[src/rtl/switch_bank_sequencer_if.sv]
// ---------------------------------------------------------------------------
// switch_bank_sequencer_if
//   Command and switch-status bundle for switch_bank_sequencer.
//
// Handshake: a command transfers on a rising clk edge where req_valid and
// req_ready are both 1. req_ch and req_off are sampled on that same edge.
// The requester holds req_valid, req_ch and req_off stable until that edge.
// req_valid while req_ready is 0 has no effect.
//
// Signals:
//   req_valid  requester -> sequencer  command present
//   req_ready  sequencer -> requester  idle, able to accept
//   req_ch     requester -> sequencer  requested channel index
//   req_off    requester -> sequencer  all-off command (req_ch ignored)
//   sw_en      sequencer -> bank       switch drive, at most one bit set
//   active_ch  sequencer -> requester  index of the closed channel
//   active_vld sequencer -> requester  active_ch is closed and settled
//   busy       sequencer -> requester  sequence in progress
//   done       sequencer -> requester  one-cycle completion pulse
//   err        sequencer -> requester  one-cycle invalid-channel pulse
// ---------------------------------------------------------------------------
interface switch_bank_sequencer_if #(
    parameter int N_CH = 4
);
    localparam int CH_W = $clog2(N_CH);

    logic              req_valid;
    logic              req_ready;
    logic [CH_W-1:0]   req_ch;
    logic              req_off;
    logic [N_CH-1:0]   sw_en;
    logic [CH_W-1:0]   active_ch;
    logic              active_vld;
    logic              busy;
    logic              done;
    logic              err;

    modport master (
        output req_valid, req_ch, req_off,
        input  req_ready, sw_en, active_ch, active_vld, busy, done, err
    );

    modport slave (
        input  req_valid, req_ch, req_off,
        output req_ready, sw_en, active_ch, active_vld, busy, done, err
    );
endinterface

[src/rtl/switch_bank_sequencer.sv]
// ---------------------------------------------------------------------------
// switch_bank_sequencer
//   Break-before-make sequencer for a bank of N_CH analog switches/relays.
//   Each accepted command opens every switch for D cycles, then (for a
//   channel select) closes the requested switch and waits S cycles before
//   pulsing done. D = max(DEAD_CYC,1), S = max(SETTLE_CYC,1).
//
// Ports:
//   clk          sole clock, rising edge
//   rst_n        synchronous active-low reset
//   bus          switch_bank_sequencer_if.slave (command + status bundle)
//   o_dbg_state  current FSM state (IDLE=0, BREAK=1, MAKE=2, DONE=3)
//
// Configuration macro:
//   SWSEQ_SAME_CH_SKIP_EN  when defined, re-selecting the already closed and
//                          settled channel completes in one cycle without
//                          opening the switch.
// ---------------------------------------------------------------------------
module switch_bank_sequencer #(
    parameter int N_CH       = 4,
    parameter int DEAD_CYC   = 8,
    parameter int SETTLE_CYC = 16,
    parameter int CNT_W      = 8
) (
    input  logic                    clk,
    input  logic                    rst_n,
    switch_bank_sequencer_if.slave  bus,
    output logic [1:0]              o_dbg_state
);
    localparam int CH_W   = $clog2(N_CH);
    localparam int D_EFF  = (DEAD_CYC   < 1) ? 1 : DEAD_CYC;
    localparam int S_EFF  = (SETTLE_CYC < 1) ? 1 : SETTLE_CYC;
    localparam logic [CNT_W-1:0] D_LD = CNT_W'(D_EFF);
    localparam logic [CNT_W-1:0] S_LD = CNT_W'(S_EFF);

    typedef enum logic [1:0] {
        S_IDLE  = 2'd0,
        S_BREAK = 2'd1,
        S_MAKE  = 2'd2,
        S_DONE  = 2'd3
    } state_t;

    state_t            r_state,      w_state;
    logic [CNT_W-1:0]  r_cnt,        w_cnt;
    logic [CH_W-1:0]   r_ch,         w_ch;
    logic              r_off,        w_off;
    logic [N_CH-1:0]   r_sw_en,      w_sw_en;
    logic [CH_W-1:0]   r_active_ch,  w_active_ch;
    logic              r_active_vld, w_active_vld;
    logic              r_done,       w_done;
    logic              r_err,        w_err;
    logic              r_ready,      w_ready;
    logic              r_busy,       w_busy;

    logic              w_accept;
    logic              w_ch_ok;
    logic              w_skip;
    logic              w_expire;
    logic [N_CH-1:0]   w_onehot;

    // r_ready is only ever 1 in IDLE, so it alone qualifies acceptance.
    assign w_accept = bus.req_valid && r_ready;
    assign w_ch_ok  = (int'(bus.req_ch) < N_CH);
    assign w_expire = (r_cnt <= CNT_W'(1));
    assign w_onehot = {{(N_CH-1){1'b0}}, 1'b1} << r_ch;

`ifdef SWSEQ_SAME_CH_SKIP_EN
    assign w_skip = !bus.req_off && r_active_vld && (bus.req_ch == r_active_ch);
`else
    assign w_skip = 1'b0;
`endif

    always_comb begin
        w_state      = r_state;
        w_cnt        = r_cnt;
        w_ch         = r_ch;
        w_off        = r_off;
        w_sw_en      = r_sw_en;
        w_active_ch  = r_active_ch;
        w_active_vld = r_active_vld;
        w_done       = 1'b0;
        w_err        = 1'b0;
        w_ready      = 1'b0;

        case (r_state)
            S_IDLE: begin
                if (!w_accept) begin
                    w_ready = 1'b1;
                end else if (!bus.req_off && !w_ch_ok) begin
                    // Rejected: stay idle, hold ready low for the err cycle.
                    w_err = 1'b1;
                end else if (w_skip) begin
                    w_state = S_DONE;
                    w_done  = 1'b1;
                    w_ch    = bus.req_ch;
                    w_off   = 1'b0;
                end else begin
                    w_state      = S_BREAK;
                    w_ch         = bus.req_ch;
                    w_off        = bus.req_off;
                    w_sw_en      = '0;
                    w_active_vld = 1'b0;
                    w_cnt        = D_LD;
                end
            end
            S_BREAK: begin
                if (!w_expire) begin
                    w_cnt = r_cnt - CNT_W'(1);
                end else if (r_off) begin
                    w_state = S_DONE;
                    w_done  = 1'b1;
                end else begin
                    w_state     = S_MAKE;
                    w_sw_en     = w_onehot;
                    w_active_ch = r_ch;
                    w_cnt       = S_LD;
                end
            end
            S_MAKE: begin
                if (!w_expire) begin
                    w_cnt = r_cnt - CNT_W'(1);
                end else begin
                    w_state      = S_DONE;
                    w_done       = 1'b1;
                    w_active_vld = 1'b1;
                end
            end
            S_DONE: begin
                w_state = S_IDLE;
                w_ready = 1'b1;
            end
            default: begin
                w_state      = S_IDLE;
                w_sw_en      = '0;
                w_active_vld = 1'b0;
                w_ready      = 1'b1;
            end
        endcase

        w_busy = (w_state != S_IDLE);
    end

    always_ff @(posedge clk) begin
        if (!rst_n) begin
            r_state      <= S_IDLE;
            r_cnt        <= '0;
            r_ch         <= '0;
            r_off        <= 1'b0;
            r_sw_en      <= '0;
            r_active_ch  <= '0;
            r_active_vld <= 1'b0;
            r_done       <= 1'b0;
            r_err        <= 1'b0;
            r_ready      <= 1'b1;
            r_busy       <= 1'b0;
        end else begin
            r_state      <= w_state;
            r_cnt        <= w_cnt;
            r_ch         <= w_ch;
            r_off        <= w_off;
            r_sw_en      <= w_sw_en;
            r_active_ch  <= w_active_ch;
            r_active_vld <= w_active_vld;
            r_done       <= w_done;
            r_err        <= w_err;
            r_ready      <= w_ready;
            r_busy       <= w_busy;
        end
    end

    assign bus.req_ready  = r_ready;
    assign bus.sw_en      = r_sw_en;
    assign bus.active_ch  = r_active_ch;
    assign bus.active_vld = r_active_vld;
    assign bus.busy       = r_busy;
    assign bus.done       = r_done;
    assign bus.err        = r_err;
    assign o_dbg_state    = r_state;
endmodule

[src/flat_wrapper.sv]
// flat-port wrapper written by rule: the top's interface ports become plain ports
module switch_bank_sequencer_flat 
#(
    parameter int N_CH       = 4,
    parameter int DEAD_CYC   = 8,
    parameter int SETTLE_CYC = 16,
    parameter int CNT_W      = 8
)
  (clk, rst_n, o_dbg_state, bus_req_valid, bus_req_ch, bus_req_off, bus_req_ready, bus_sw_en, bus_active_ch, bus_active_vld, bus_busy, bus_done, bus_err);
  switch_bank_sequencer_if #(.N_CH(N_CH)) bus_i ();
  input  logic clk;
  input  logic rst_n;
  output logic [1:0] o_dbg_state;
  input wire logic [$bits(bus_i.req_valid)-1:0] bus_req_valid;
  input wire logic [$bits(bus_i.req_ch)-1:0] bus_req_ch;
  input wire logic [$bits(bus_i.req_off)-1:0] bus_req_off;
  output wire logic [$bits(bus_i.req_ready)-1:0] bus_req_ready;
  output wire logic [$bits(bus_i.sw_en)-1:0] bus_sw_en;
  output wire logic [$bits(bus_i.active_ch)-1:0] bus_active_ch;
  output wire logic [$bits(bus_i.active_vld)-1:0] bus_active_vld;
  output wire logic [$bits(bus_i.busy)-1:0] bus_busy;
  output wire logic [$bits(bus_i.done)-1:0] bus_done;
  output wire logic [$bits(bus_i.err)-1:0] bus_err;
  assign bus_i.req_valid = bus_req_valid;
  assign bus_i.req_ch = bus_req_ch;
  assign bus_i.req_off = bus_req_off;
  assign bus_req_ready = bus_i.req_ready;
  assign bus_sw_en = bus_i.sw_en;
  assign bus_active_ch = bus_i.active_ch;
  assign bus_active_vld = bus_i.active_vld;
  assign bus_busy = bus_i.busy;
  assign bus_done = bus_i.done;
  assign bus_err = bus_i.err;
  switch_bank_sequencer #(.N_CH(N_CH), .DEAD_CYC(DEAD_CYC), .SETTLE_CYC(SETTLE_CYC), .CNT_W(CNT_W)) u_core (.clk(clk), .rst_n(rst_n), .bus(bus_i), .o_dbg_state(o_dbg_state));
endmodule
[config.mk]
export PLATFORM = sky130hd
export DESIGN_NAME = switch_bank_sequencer_flat
export DESIGN_NICKNAME = d
export VERILOG_FILES = /design/src/rtl/switch_bank_sequencer_if.sv /design/src/rtl/switch_bank_sequencer.sv /design/src/flat_wrapper.sv
export SDC_FILE = /design/constraint.sdc
export NUM_CORES = 1
export LEC_CHECK = 0
export BUFFER_PORTS_ARGS = -buffer_cell sky130_fd_sc_hd__buf_2
export CAP_MARGIN = 10
export CORE_ASPECT_RATIO = 1.75
export CORE_MARGIN = 1.5
export CORE_UTILIZATION = 23
export CTS_BUF_LIST = sky130_fd_sc_hd__clkbuf_8
export DETAILED_ROUTE_END_ITERATION = 10
export GPL_ROUTABILITY_DRIVEN = 0
export PLACE_DENSITY = 0.38
export SYNTH_ARGS = -nofsm -noshare
export SYNTH_HDL_FRONTEND = slang
export SYNTH_SLANG_ARGS = --single-unit
[constraint.sdc]
create_clock -name clk -period 2.6 [get_ports clk]
set_input_delay 0.13 -clock clk [delete_from_list [all_inputs] [get_ports clk]]
set_output_delay 0.13 -clock clk [all_outputs]
set_load 0.02 [all_outputs]
# == Word-level counts from Yosys, hierarchy flattened ==
# Cells that the tools add are included.
# op_classes
order_cmp,1
n_bitwise,1
reduce_logical,11
n_eq_ne,9
shift,1
n_mux,23
add_sub_neg,1
# ops
operator,count
two-way mux 8 bit,4
one-hot mux 8 bit (3 select lines),1
two-way mux 4 bit,3
less-or-equal comparator 8 x 1 -> 1 bit (second input constant),1
one-hot mux 2 bit (4 select lines),1
one-hot mux 4 bit (2 select lines),1
AND reduction 4 bit,2
subtractor 8 x 1 -> 8 bit (second input constant),1
two-way mux 1 bit,7
two-way mux 2 bit,3
inequality test 2 x 1 -> 1 bit (second input constant),3
one-hot mux 1 bit (2 select lines),3
AND reduction 3 bit,2
nonzero test 2 bit,3
equality test 2 bit (second input constant),2
inequality test 2 bit (second input constant),2
left shift 1 x 2 -> 4 bit (first input constant),1
inequality test 3 bit (second input constant),1
nonzero test 3 bit,1
equality test 2 x 1 -> 1 bit (second input constant),1
zero test 2 bit,1
AND reduction 2 bit,1
logical AND 1 bit,1
NOT 1 bit,1
# word_totals
regBits,23
word_cells,57
inputBits,6

# == Longest topological paths before layout ==
# logic_depth
depth_word,4
mapped_depth,7
ltp_nobuf,6

# == Least setup slack after synthesis ==
# OpenSTA, ideal clock, no wires.
# synth_timing
path_type,register -> register
from,"reg u_core.r_state[0], in the netlist u_core.o_dbg_state[0]"
to,reg u_core.r_cnt[5]
arrival_ps,1903
stages_incl_launch_ff,8
slack_ps,606
required_time_ps,2509
path_buffers,1
period_less_slack_ps,1994
cell_sequence,dfxtp_1 inv_1 ha_1 clkbuf_1 o21ai_0 nor2_1 a41oi_1 a311oi_1
# synth_via
elab_chain_len,3
# synth_rtl
element,line,source
from (decl),switch_bank_sequencer.sv:43,"state_t r_state, w_state;"
from (signal assigned),switch_bank_sequencer.sv:157,r_state <= w_state;
equality test 2 x 1 -> 1 bit (tied with other cells),switch_bank_sequencer.sv:85,case (r_state)
inequality test 3 bit (no line) (tied with other cells),--,
AND reduction 4 bit (no line),--,
to (signal assigned),switch_bank_sequencer.sv:158,r_cnt <= w_cnt;
to (decl),switch_bank_sequencer.sv:44,"logic [CNT_W-1:0] r_cnt, w_cnt;"
# Parallel ways exist; a longest one is shown, timed or not.
# A chain may end at the register's enable or synchronous reset.

# == Worst setup path in the final report ==
# layout_timing
from,"reg u_core.r_state[0], in the netlist u_core.o_dbg_state[0]"
to,reg u_core.r_cnt[7]
# The elaborated chain is that of the path after synthesis.

==> metrics.md <==
| Metric | Value |
|---|---|
| Initial antenna violation count | 0 |
| Post-CTS Hold Fix Bufs | 0 |
| Main flop type after synthesis | dfxtp_1 |
| Total Power | 1.51 mW |
| Finish-stage setup viols | 0 |
| Cell at the slowest stage of the critical path | a21oi_1 |
| Mapped cell area | 1320 µm² |
| Avg WL per Cell | 16.5 µm |
| Hold violation count in the final report | 0 |
| Vias per Instance | 5.26 |
| Final min period | 2.16 ns |
| Final Cell Area | 1510 µm² |
| Mapped Cells | 151 |
| Relative max-transition margin | 0.493 |
| Met1 wire length | 1.34 mm |
| Vias | 1273 |
| Number of enable flip-flop cells after synthesis | 0 |
| RSZ-0062 raised after global routing | no |
| CTS tree | done |
| GRT Overall Usage | 0.138 |
| # resized after CTS | 0 |
| Asr flop ratio synth | 0 |
| HPWL after detailed placement | 3.18 mm |
| Post-Syn Nets | 163 |
| Synth warnings | 0 |
| Core region area | 5540 µm² |
| Post-Route Skew | 0.00491 ns |
| Drt first-iter violations | 28 |
| Area share of the largest cell type after synthesis | 0.349 |
| Worst Path Required | 2.77 ns |
| Clock transition at path regs | 0.08 ns |
| Clock sink count | 23 |
| Largest family of logic cells by synthesized area | compound AO/OA/AOI/OAI gates |
| DR pass1 iterations | 4 |
| Final worst slack | 0.440 ns |
| CP Depth | 6 |
| DP Worst Slack | 0.490 ns |
| CTS buffer count | 3 |
| DRT antenna net count | 0 |
| Htree depth | 1 |
| Pin slew with the least headroom to its limit | 0.754 ns |
| Setup Fix Bufs, Post-CTS | 0 |
| Worst Setup Start Kind | flop |
| Ports | 19 |
| Setup crit start | u_core.o_dbg_state[0] |
| Antenna diodes | 0 |
| Run status | finished clean |
| Final wirelength | 3.98 mm |
| Vias in the first global route | 1355 |
| Setup slack, reg-to-reg | 0.44 ns |
| Hold WS | 0.109 ns |
| Initial core utilization | 0.238 |
| Pin count of the biggest net entering global routing | 18 |
| Most common cell after layout, fill and taps aside | dfxtp_1 |
| Yosys top cell by area | dfxtp_1 |
| Die area | 6210 µm² |
| Met3 WL | 89 µm |
| Die width | 60.2 µm |
| Leakage | 0.576 nW |
| Crit path kind | reg -> reg |
| Pwr dens | 994 nW/µm² |
| CTS Root Cell | clkbuf_8 |
| First-pass GRT wire length | 6.40 mm |
| Row cnt | 36 |
| VDD IR-drop max | 0.357 mV |
| Mean Syn Cell Area | 8.73 µm² |
| Fmax | 463 MHz |
| Final TNS setup | 0 ns |
| Mux cell area share after synthesis | 0.0152 |
| GR Overflow Total | 0 |
| Register area share after synthesis | 0.349 |
| Clock tree buffer depth | 2 |
| # DRC | 0 |
| Top Family by Delay on Critical Path | compound AO/OA/AOI/OAI gates |
| XOR/XNOR Fraction of Synth Area | 0 |
| Area after DPL | 1470 µm² |
| Commonest non-fill, non-tap cells in the layout | dfxtp_1, buf_2, a21oi_1 |
| Top layer in use | met4 |
| Worst flop-to-flop path startpoint | u_core.o_dbg_state[0] |
| Worst skew pair latency | 0.26 ns |
| Worst R2R End | u_core.r_cnt[7] |
| Dominant cells by area after synthesis | dfxtp_1, ha_1, a21oi_1 |
| Number of port buffers | 17 |
| Fraction of the mapped netlist area in adder cells | 0.0570 |
| Setup crit end | u_core.r_cnt[7] |
| Synthesized flop and latch total | 23 |
| Final net count | 179 |
| Area fraction in compound gates after synthesis | 0.260 |
| Fin. max-slew vios | 0 |
| Crit-path cells | inv_1 -> ha_1 -> and3_1 -> a21oi_1 -> nor2_2 -> a311oi_1 |
| Die Y | 103 µm |
| Critical path capture point type | flop |
| Register-to-Register Path Depth | 6 |
| Layout overhead on the synthesized area | 14.9% |
| Synth cell types | 45 |
| Crit-path max FO | 7 |
| Buf/Inv on CP | 1 |
| Hold crit path type | in -> reg |
| Number of max-cap violations | 0 |
| Critical path arrival | 2.33 ns |
| Synth Area in Simple Gates | 0.251 |
| Slowest stage delay, CP | 0.52 ns |
| Final period utilization | 0.831 |
| Met2 wire length | 2.34 mm |
| Fraction of layout instances using a drive strength above 1 | 0.199 |
## cells in the mapped netlist (2+ instances only)
cell / number
a31oi_1: 4
nand2b_1: 2
nor4_1: 4
nor3_4: 2
o221a_2: 2
nand2_1: 8
mux2i_1: 2
or3_1: 2
or2_2: 2
clkbuf_1: 4
nor3_1: 2
a311oi_1: 3
inv_1: 11
nor2_1: 8
o32ai_1: 2
or4b_1: 2
a41oi_1: 2
nand3_1: 4
ha_1: 6
o221ai_1: 3
o21ai_0: 11
a211oi_1: 2
or3_4: 2
or4_1: 3
a21oi_1: 13
dfxtp_1: 23
nand4_1: 4
## registers in the layout (all words and copies together), names as in the netlist
register / cells
u_core.bus.active_ch: 2
u_core.bus.active_vld: 1
u_core.bus.busy: 1
u_core.bus.done: 1
u_core.bus.req_ready: 1
u_core.bus.sw_en: 4
u_core.o_dbg_state: 2
u_core.r_ch: 2
u_core.r_cnt: 8
u_core.r_off: 1
## kinds of logic after synthesis
| group | after synthesis |
|---|---|
| AOI/OAI and AO/OA | 49 |
| and+or+nand+nor | 51 |
| adders and majority gates | 6 |
| muxes | 2 |
| other | 1 |
| buffers and inverters | 19 |
| DFF | 23 |
## report_power, final
group	leakage (nW)	internal (mW)	switching [mW]
sequential	0.187	0.410	0.0716
clock	0.0269	0.105	0.116
combinational	0.362	0.270	0.532
## layer usage
layer | vias to the layer above | track usage
li1 | 601 | -
met1 | 618 | 0.121
met2 | 36 | 0.273
met3 | 18 | 0.0151
met4 | 0 | 0.0923
met5 | - | 0
## final cells by class
| class | instances | area [µm²] |
|---|---|---|
| Clock buffer | 3 | 41.3 |
| Fill cell | 600 | 4030 |
| Sequential cell | 23 | 460 |
| Clock inverter | 1 | 3.75 |
| Timing Repair Buffer | 19 | 100 |
| Tap cell | 76 | 95.1 |
| Multi-Input combinational cell | 109 | 772 |
| Inverter | 11 | 41.3 |
## how the worst min path moves through the flow
stage / slack (ns) / endpoint / from / cells past startpoint
2_1_floorplan: 0.27 / u_core.r_off / bus_req_off / 2
3_3_place_gp: 0.38 / u_core.r_ch[1] / bus_req_ch[1] / 3
3_5_place_dp: 0.39 / u_core.r_off / bus_req_off / 3
4_1_cts: 0.11 / u_core.r_off / bus_req_off / 3
5_1_grt: 0.13 / u_core.r_off / bus_req_off / 3
6_report: 0.11 / u_core.r_off / bus_req_off / 3
## metrics by stage
stage | std cells | utilization
2_1_floorplan | 151 | -
3_3_place_gp | 238 | 0.265
3_5_place_dp | 238 | 0.265
4_1_cts | 242 | 0.273
5_1_grt | 242 | 0.273
6_report | 242 | 0.273
## tightest hold or removal path, cell delays in order
cell	delay, ns
buf_2	0.08
a21oi_1	0.06
nor2_1	0.07
(Power assumes the default switching activity.)
